## src/rtl/ysyx_22041071_div_issue_pkg.sv

```systemverilog
// Shared constants, state encodings and request payload for the divide issue controller.
package ysyx_22041071_div_issue_pkg;

  localparam int unsigned XLEN    = 64;
  localparam int unsigned TAG_W   = 5;
  localparam int unsigned OP_BITS = 3;

  // Op-field bit positions
  localparam int unsigned OP_REM = 0;
  localparam int unsigned OP_UNS = 1;
  localparam int unsigned OP_W   = 2;

  // Controller states
  localparam logic [2:0] S_IDLE  = 3'd0;
  localparam logic [2:0] S_ISSUE = 3'd1;
  localparam logic [2:0] S_WAIT  = 3'd2;
  localparam logic [2:0] S_DRAIN = 3'd3;
  localparam logic [2:0] S_RESP  = 3'd4;

  localparam logic [63:0] MIN_NEG64 = 64'h8000_0000_0000_0000;
  localparam logic [31:0] MIN_NEG32 = 32'h8000_0000;

  // Latched request payload
  typedef struct packed {
    logic [OP_BITS-1:0] op;
    logic [XLEN-1:0]    src1;
    logic [XLEN-1:0]    src2;
    logic [TAG_W-1:0]   tag;
  } div_req_t;

  // Sign-extend the low word to XLEN
  function automatic logic [XLEN-1:0] sext_w(input logic [XLEN-1:0] x);
    return {{(XLEN-32){x[31]}}, x[31:0]};
  endfunction

endpackage

```

## src/rtl/ysyx_22041071_div_special.sv

```systemverilog
// Detects divide-by-zero and signed overflow and produces their architectural result.
module ysyx_22041071_div_special
  import ysyx_22041071_div_issue_pkg::*;
(
  input  logic [OP_BITS-1:0] op,
  input  logic [XLEN-1:0]    src1,
  input  logic [XLEN-1:0]    src2,
  output logic               special_c,
  output logic [XLEN-1:0]    result_c
);

  logic is_w;
  logic is_signed;
  logic is_rem;
  logic div_zero;
  logic ovf;

  assign is_w      = op[OP_W];
  assign is_signed = !op[OP_UNS];
  assign is_rem    = op[OP_REM];

  // W-ops only look at the low word of each operand
  assign div_zero = is_w ? (src2[31:0] == 32'h0) : (src2 == '0);
  assign ovf      = is_signed &&
                    (is_w ? ((src1[31:0] == MIN_NEG32) && (src2[31:0] == 32'hFFFF_FFFF))
                          : ((src1 == MIN_NEG64) && (src2 == '1)));

  // Result before W sign-extension, which the caller applies
  always_comb begin
    special_c = 1'b0;
    result_c  = '0;
    if (div_zero) begin
      special_c = 1'b1;
      result_c  = is_rem ? src1 : '1;
    end else if (ovf) begin
      special_c = 1'b1;
      result_c  = is_rem ? '0 : src1;
    end
  end

endmodule

```

## src/rtl/ysyx_22041071_div_issue.sv

```systemverilog
// Issue/writeback controller between the EXU and the iterative divider.
module ysyx_22041071_div_issue
  import ysyx_22041071_div_issue_pkg::*;
(
  input  logic               clk,
  input  logic               reset,
  input  logic               flush,
  input  logic               req_valid,
  output logic               req_ready,
  input  logic [OP_BITS-1:0] req_op,
  input  logic [XLEN-1:0]    req_src1,
  input  logic [XLEN-1:0]    req_src2,
  input  logic [TAG_W-1:0]   req_tag,
  output logic               resp_valid,
  input  logic               resp_ready,
  output logic [XLEN-1:0]    resp_data,
  output logic [TAG_W-1:0]   resp_tag,
  output logic               div_valid,
  output logic               div_signed,
  output logic               divw,
  output logic [XLEN-1:0]    dividend,
  output logic [XLEN-1:0]    divisor,
  output logic               div_flush,
  input  logic               div_ready,
  input  logic               div_out_valid,
  input  logic [XLEN-1:0]    div_quot,
  input  logic [XLEN-1:0]    div_rema,
  output logic               busy
);

  logic [2:0]      state_q;
  logic [2:0]      state_d;
  div_req_t        req_q;
  logic [XLEN-1:0] res_q;

  logic            special_c;
  logic [XLEN-1:0] special_res_c;
  logic            accept_c;
  logic            capture_c;
  logic [XLEN-1:0] div_sel_c;

  // Special cases are evaluated on the incoming operands so they resolve at accept
  ysyx_22041071_div_special u_special (
    .op        (req_op),
    .src1      (req_src1),
    .src2      (req_src2),
    .special_c (special_c),
    .result_c  (special_res_c)
  );

  assign accept_c  = (state_q == S_IDLE) && req_valid && !flush;
  assign capture_c = (state_q == S_WAIT) && div_out_valid && !flush;
  assign div_sel_c = req_q.op[OP_REM] ? div_rema : div_quot;

  // State register
  always_ff @(posedge clk or negedge reset) begin
    if (!reset) state_q <= S_IDLE;
    else        state_q <= state_d;
  end

  // Next-state logic; flush wins over every other transition
  always_comb begin
    state_d = state_q;
    case (state_q)
      S_IDLE: begin
        if (accept_c) state_d = special_c ? S_RESP : S_ISSUE;
      end
      S_ISSUE: begin
        if (flush)          state_d = S_IDLE;
        else if (div_ready) state_d = S_WAIT;
      end
      S_WAIT: begin
        // The divider cannot abort: a flush before the pulse must drain it
        if (flush)              state_d = div_out_valid ? S_IDLE : S_DRAIN;
        else if (div_out_valid) state_d = S_RESP;
      end
      S_DRAIN: begin
        // Flush is a no-op here; only the divider pulse ends the drain
        if (div_out_valid) state_d = S_IDLE;
      end
      S_RESP: begin
        if (flush || resp_ready) state_d = S_IDLE;
      end
      default: state_d = S_IDLE;
    endcase
  end

  // Request latch and result capture (special result at accept, divider result on its pulse)
  always_ff @(posedge clk or negedge reset) begin
    if (!reset) begin
      req_q <= '0;
      res_q <= '0;
    end else begin
      if (accept_c) begin
        req_q.op   <= req_op;
        req_q.src1 <= req_src1;
        req_q.src2 <= req_src2;
        req_q.tag  <= req_tag;
        if (special_c) res_q <= req_op[OP_W] ? sext_w(special_res_c) : special_res_c;
      end
      if (capture_c) res_q <= req_q.op[OP_W] ? sext_w(div_sel_c) : div_sel_c;
    end
  end

  // Output decode from registered state and payload
  assign req_ready  = (state_q == S_IDLE);
  assign resp_valid = (state_q == S_RESP);
  assign div_valid  = (state_q == S_ISSUE);
  assign busy       = (state_q != S_IDLE);
  assign resp_data  = res_q;
  assign resp_tag   = req_q.tag;
  assign div_signed = !req_q.op[OP_UNS];
  assign divw       = req_q.op[OP_W];
  assign dividend   = req_q.src1;
  assign divisor    = req_q.src2;
  assign div_flush  = flush;

endmodule

```

## config.mk

```make
export PLATFORM = sky130hd
export DESIGN_NAME = ysyx_22041071_div_issue
export DESIGN_NICKNAME = d
export VERILOG_FILES = /design/src/rtl/ysyx_22041071_div_issue_pkg.sv /design/src/rtl/ysyx_22041071_div_special.sv /design/src/rtl/ysyx_22041071_div_issue.sv
export SDC_FILE = /design/constraint.sdc
export NUM_CORES = 1
export LEC_CHECK = 0
export BUFFER_PORTS_ARGS = -buffer_cell sky130_fd_sc_hd__clkbuf_2
export CAP_MARGIN = 25
export CORE_AREA = 10 10 174 176
export DETAILED_ROUTE_END_ITERATION = 10
export DIE_AREA = 0 0 184 186
export PLACE_DENSITY = 0.72
export SLEW_MARGIN = 15
export SYNTH_ARGS = -nofsm -noshare
export SYNTH_HDL_FRONTEND = slang
export SYNTH_SLANG_ARGS = --single-unit
```

## constraint.sdc

```tcl
create_clock -name clk -period 2 [get_ports clk]
set_input_delay 0.3 -clock clk [delete_from_list [all_inputs] [get_ports clk]]
set_output_delay 0.3 -clock clk [all_outputs]
set_load 0.1 [all_outputs]
```

==> metrics.yaml, run 1 <==
outcome:
  outcome: "finished, violations left"
  failed_checks: "negative setup slack"
logic_synthesis:
  synth_top_cell_by_area: "dfrtp_1"
  yosys.cell_count.top_type: "nand2_1"
  synth_top_cells_by_count: "nand2_1, dfrtp_1, buf_4"
  postSynthAreaPerCell_um2: 8.81
  ys.warnings.count: 0
  postSynthCellCount: 1218
  yosys_register_bits: 203
  synth_top_area_share_pct: 47.3
  synth.top_cells.by_area: "dfrtp_1, nand2_1, buf_4"
  ys.flop_type: "dfrtp_1"
  ys_types: 43
  ys_seq_area_share_pct: 47.3
  mappedNetlistArea_um2: 10700
  syn-num-nets: 1489
  synth_async_sr_flop_share_pct: 100
  synth-edff-count: 0
worst_setup_path:
  cp_slowest_stage_delay_ns: 0.55
  crit_arrival_ns: 2.95
  worstPathCellList: "clkbuf_16 -> or4b_4 -> or4_4 -> or4_4 -> nor3_4 -> a211oi_2 -> o31ai_4 -> buf_12 -> clkbuf_16 -> a22o_1"
  critical_path.startpoint_type: "input pin"
  criticalPathCategory: "in2reg"
  worst-r2r-cell-count: 8
  cp-end-kind: "flip-flop"
  required_time_reported_for_the_critical_path_endpoint_ns: 2.45
  slowest_stage: "or4_4"
  path_max_fanout: 8
  crit_reg_reg_endpoint: "resp_data[1]"
  rr_startpoint: "state_q[0]"
  reg2reg_slack_ns: -0.14
drt:
  drt-pass1-iter-count: 5
  post_route_drc: 0
  final_antenna_net_count: 0
  routed_wl_mm: 44.1
  routed-via-count: 10900
  initialDrtViolationCount: 896
  m1WireLength_mm: 17.4
  routed_length_per_instance_um: 21.5
  met3WireLength_mm: 4.04
  wl_met2_mm: 21.2
  highest-signal-layer: "met4"
  post_drt_via_cell_ratio: 5.30
clocking:
  clkLatencyLatePin_ns: 0.51
  cts.htree.levels: 1
  cts_tree: "built"
  ctsRootBufferMaster: "clkbuf_16"
  numCtsBuffers: 24
  cts.reportedPaths.clkPinSlew_ns: 0.06
  cts_sinks: 203
  ctsLongestPathBuffers: 3
sta:
  unrepaired_setup_endpoints_after_global_routing: "true"
  final_min_period_over_clock_period_pct: 125
  fmax_mhz: 400
  max_slew.worst_pin.slew_ns: 0.652
  slew_headroom_pct: 56.7
  postLayoutSetupSlackWorst_ns: -0.502
  slew_violations: 0
  period_needed_ns: 2.50
  setup_violations: 69
  final_hold_viol_count: 0
  fin_worst_skew_ns: 0.00998
grt:
  grt_first_pass_wirelength_mm: 64.9
  globalRouteTotalUtil_pct: 24.2
  pin_count_of_the_biggest_net_entering_global_routing: 87
  grt-ovfl-total: 0
  antenna_violations_before_repair: 2
  number_of_global_route_vias_before_repair: 11100
die:
  pin_count: 475
  die_height_um: 186
  core_outline_area_um2: 26700
  floorplan.die_area_um2: 34200
  core.rowCount: 60
  floorplan.die.width_um: 184
  initial_core_util_pct: 40.2
place:
  count_of_placed_standard_cells_including_taps: 1991
  detailed_place.area_um2: 13800
  buffer_ports.inserted: 474
  dp_hpwl_mm: 33.5
  routabilityCongestion: 0.898
  pre_cts_ws_ns: -1.04
pwr:
  power_per_cell_area_nw_per_um2: 1680
  leak_pwr_nw: 8.04
  power.ir.vdd_worst_mv: 1.40
  clock_power_share_pct: 18.0
  switching_share_pct: 58.2
  internal-power_mw: 10.5
  combinationalPowerShare_pct: 57.4
  switching_power_mw: 14.7
  pwr-share-seq_pct: 24.6
cells_and_area:
  postLayoutCellArea_um2: 15000
  layout.area.seq_um2: 5080
  layout.nets: 1966
  fillcell_total: 2441
  flow.area_growth_from_synthesis_pct: 39.5
  multi_input_area_um2: 4430
  finalNonFillerCells: 2054
  finalCoreUtilization_pct: 56.0
  final_layout_size_suffix_gt1_share_pct: 41.9
run:
  max_cap_viol: 0
hold_path:
  worst_hold_path_type: "in2reg"
  timing.hold.worst_endpoint: "resp_tag[1]"
  worstHoldStart: "req_tag[1]"
  min_delay_path_depth: 3
critical path, delay by kind of cell:
family	cells	cell delay [ns]
AND/OR/NAND/NOR	4	1.72
buffers and inverters	3	0.47
AO/OA/AOI/OAI	3	0.45
cell type report:
| type | count | share of cell area (%) |
|---|---|---|
| clock buffer | 37 | 4.95 |
| tap | 341 | 2.85 |
| antenna | 2 | 0.0334 |
| multi-input combinational | 801 | 29.6 |
| sequential | 203 | 33.9 |
| inverter | 5 | 0.150 |
| clock inverter | 5 | 0.518 |
| timing repair buffer | 660 | 28.0 |
power by group through the flow:
stage                     clock [mW]  sequential [mW]  combinational, mW
after floorplan                    0             10.5               8.11
after global placement             0             6.19               14.3
after detailed placement           0             6.21               14.4
after CTS                       4.61             6.17               14.5
after global routing            4.78             6.33               14.9
final                           4.53             6.19               14.4
per-layer routing:
metal  up-vias  global-route usage, %
li1       5009                      -
met1      5250                   30.9
met2       544                   39.9
met3        93                   5.19
met4         0                   7.87
met5         -                      0
layout by cell type (no fill, tap or decap), types with 3 or more instances in the layout:
cell and instances:
a211oi_1 6, a21oi_1 5, a22o_1 31, a31oi_1 7, and2_1 3, buf_12 18, buf_16 4, buf_4 156
buf_6 5, clkbuf_1 5, clkbuf_16 28, clkbuf_2 467, clkbuf_8 9, dfrtp_1 202, dlygate4sd3_1 4, inv_1 4
mux2i_1 57, nand2_1 415, nand2b_1 3, nand3_1 27, nand4_1 27, nor2_1 37, nor2_2 3, nor2b_1 7
nor4_1 37, nor4bb_1 3, o21ai_0 36, o221ai_1 25, o22a_1 31, or4_1 4
state kept, by name, summed over array words and instances (netlist names):
| signal | count |
|---|---|
| dividend | 64 |
| divisor | 64 |
| resp_data | 64 |
| resp_tag | 5 |
| state_q | 3 |
| req_q | 2 |
| divw | 1 |
metrics by stage:
step           TNS [ns]  hold slack, ns  total power, mW
2_1_floorplan    -70.82         0.00441             18.6
3_3_place_gp     -59.75           0.132             20.5
3_5_place_dp     -64.45           0.132             20.6
4_1_cts          -29.96        0.000385             25.2
5_1_grt          -35.37          0.0200             26.0
6_report         -28.82          0.0165             25.2
worst max-delay path by stage:
stage                  from            end  slack, ns  cells after the start
5_1_grt        req_src1[11]  resp_data[51]      -0.53                     10
4_1_cts        req_src1[11]  resp_data[52]      -0.49                     10
3_5_place_dp   req_src1[11]  resp_data[42]      -1.04                      9
3_3_place_gp   req_src1[11]  resp_data[55]      -0.96                      9
2_1_floorplan   req_src1[1]  resp_data[32]      -0.66                      8
6_report       req_src1[11]  resp_data[59]      -0.50                     10
kinds of logic after synthesis:
kind of cell	count (synthesis)	synth area share, %
AOI/OAI and AO/OA	154	10.9
and+or+nand+nor	588	23.7
DFF	203	47.3
muxes	59	5.63
buffers and inverters	214	12.4
repair_timing:
item | in CTS | in global routing
pin swaps | 3 | 7
setup endpoints to repair | 70 | 129
cloned | 3 | 3
gates resized for setup | 19 | 16
setup buffers | 5 | 5
endpoints found under the hold margin | 206 | 0
hold buffers | 4 | 0
(Power assumes the default switching activity.)
==> run 2: changes to the inputs <==
ABC_AREA = 1   (was not set)
PLACE_DENSITY = 0.73   (was 0.72)
clock period = 2.7 ns   (was 2 ns; I/O delays follow)
==> run 2 against run 1 <==
  * The flow now finishes without violations
  * First-iteration DRC count up 1.7%
  * Via count up 5.0%
  * Sequential share of layout area up 1.8 points
  * Critical path depth down 6
  * Utilization down 2.9 points
  * Synthesized cell count up 32%
  * Cell area down 5.1%
  * Die area unchanged
  * Count of clock-buffer cells in the layout down 3
  * Critical path type is now reg2out
==> metrics.yaml, run 2 <==
grt:
  grt-ovfl-total: 0
  grt_first_pass_wirelength_mm: 65.1
  antenna_violations_before_repair: 2
  pin_count_of_the_biggest_net_entering_global_routing: 74
  number_of_global_route_vias_before_repair: 11200
  globalRouteTotalUtil_pct: 24.3
sta:
  setup_violations: 0
  postLayoutSetupSlackWorst_ns: 0.361
  period_needed_ns: 2.34
  fmax_mhz: 428
  final_min_period_over_clock_period_pct: 86.6
  fin_worst_skew_ns: 0.0143
  max_slew.worst_pin.slew_ns: 0.731
  slew_headroom_pct: 51.2
  setup-tns-final_ns: 0
  slew_violations: 0
  unrepaired_setup_endpoints_after_global_routing: "false"
  final_hold_viol_count: 0
worst_setup_path:
  crit_arrival_ns: 1.93
  critical_path.startpoint_type: "flip-flop"
  criticalPathCategory: "reg2out"
  cp-end-kind: "primary output"
  path_max_fanout: 4
  required_time_reported_for_the_critical_path_endpoint_ns: 2.30
clocking:
  cts.htree.levels: 1
  cts.reportedPaths.clkPinSlew_ns: 0.06
  cts_setup_buffers: 0
  ctsLongestPathBuffers: 3
  cts_tree: "built"
  numCtsBuffers: 24
  ctsRootBufferMaster: "clkbuf_16"
  cts_sinks: 203
  clkLatencyLatePin_ns: 0.51
logic_synthesis:
  syn-num-nets: 1875
  yosys.cell_count.top_type: "nand2_1"
  ys_types: 26
  synth.top_cells.by_area: "dfrtp_1, nand2_1, buf_4"
  postSynthCellCount: 1604
  synth-edff-count: 0
  ys.flop_type: "dfrtp_1"
  synth_top_cell_by_area: "dfrtp_1"
  postSynthAreaPerCell_um2: 7.17
  synth_top_cells_by_count: "nand2_1, dfrtp_1, o21ai_0"
  yosys_register_bits: 203
  ys.warnings.count: 0
  mappedNetlistArea_um2: 11500
  synth_async_sr_flop_share_pct: 100
  ys_seq_area_share_pct: 44.2
  synth_top_area_share_pct: 44.2
drt:
  routed-via-count: 11400
  post_route_drc: 0
  initialDrtViolationCount: 911
  post_drt_via_cell_ratio: 5.04
  final_antenna_net_count: 0
  routed_length_per_instance_um: 19.2
  routed_wl_mm: 43.7
  drt-pass1-iter-count: 5
die:
  initial_core_util_pct: 43.0
  floorplan.die.width_um: 184
  core_outline_area_um2: 26700
  pin_count: 475
  die_height_um: 186
  core.rowCount: 60
  floorplan.die_area_um2: 34200
place:
  routabilityCongestion: 0.935
  dp_hpwl_mm: 34.4
  buffer_ports.inserted: 474
  pre_cts_ws_ns: 0.189
cells_and_area:
  final_layout_size_suffix_gt1_share_pct: 29.3
  finalCoreUtilization_pct: 53.2
  layout.nets: 2179
  final_common_cell: "nand2_1"
  flow.area_growth_from_synthesis_pct: 23.6
  mostFrequentLayoutCells: "nand2_1, clkbuf_2, dfrtp_1"
hold_path:
  worst_hold_path_type: "in2reg"
outcome:
  outcome: "finished clean"
run:
  max_cap_viol: 0
==> run 2: cell count changes after synthesis, moves of 37 or more <==
cell     previous run  this run
inv_1               5       120
a21oi_1             6        90
nand2_1           416       486
nor2_1             40       163
nor4_1             37         0
mux2i_1            57         5
o21ai_0            37       178
==> run 2: logic make-up (layout without fill, tap and decap cells) <==
family | count (synthesis) | count (layout) | share of synthesized area (%)
mux | 5 | 5 | 0.435
compound gates | 278 | 278 | 12.2
other cells | 0 | 2 | 0
simple gates | 762 | 762 | 26.9
flops | 203 | 203 | 44.2
buf+inv | 356 | 677 | 16.3
==> run 2: per-layer routing <==
| metal | track usage [%] | part of all wire [%] |
|---|---|---|
| met1 | 31.4 | 41 |
| met2 | 39.1 | 47 |
| met3 | 5.32 | 8.7 |
| met4 | 8.62 | 3.3 |
| met5 | 0 | 0 |
==> run 2: cell type report <==
type | count | area, um2
inverters | 129 | 493
diodes | 2 | 5.00
multi-input cells | 1045 | 4560
flip-flops and latches | 203 | 5080
well taps | 341 | 427
repair buffers | 505 | 2730
fillers | 2622 | 12500
clock inverters | 9 | 198
clock buffers | 34 | 709
==> run 2: final timing paths <==
kind | cells after the start | from | slack, ns | endpoint
max in group asynchronous | 3 | reset | 1.44 | resp_data[6]
min in group asynchronous | 2 | reset | 0.51 | divisor[32]
worst min register to register | 2 | divisor[52] | 0.47 | divisor[52]
worst max-delay path | 4 | state_q[0] | 0.36 | req_ready
worst min-delay path | 3 | req_tag[3] | 0.1 | resp_tag[3]
worst max register to register | 8 | state_q[0] | 0.67 | resp_data[58]
==> run 2: metrics by stage <==
step,std cells,hold slack (ns),cell area (um2)
after floorplan,1604,0.109,11500
after global placement,2222,0.453,13300
after detailed placement,2222,0.459,13300
after CTS,2266,0.0798,14200
after global routing,2268,0.0818,14200
final,2268,0.0967,14200
==> run 2: worst max-delay path, stage by stage, from the launching register on <==
cell and delay (ns):
dfrtp_1 0.42, inv_1 0.15, nand2_2 0.17, clkinvlp_4 0.18, clkbuf_2 0.48
==> run 2: what timing repair did <==
action,CTS,global route
gates resized for setup,0,0
hold endpoints to repair,67,0
hold buffers,1,0
Power of run 2 is left out: the tool's default activity adds up to more than one toggle a clock period on the data nets, which glitch-free logic cannot reach.
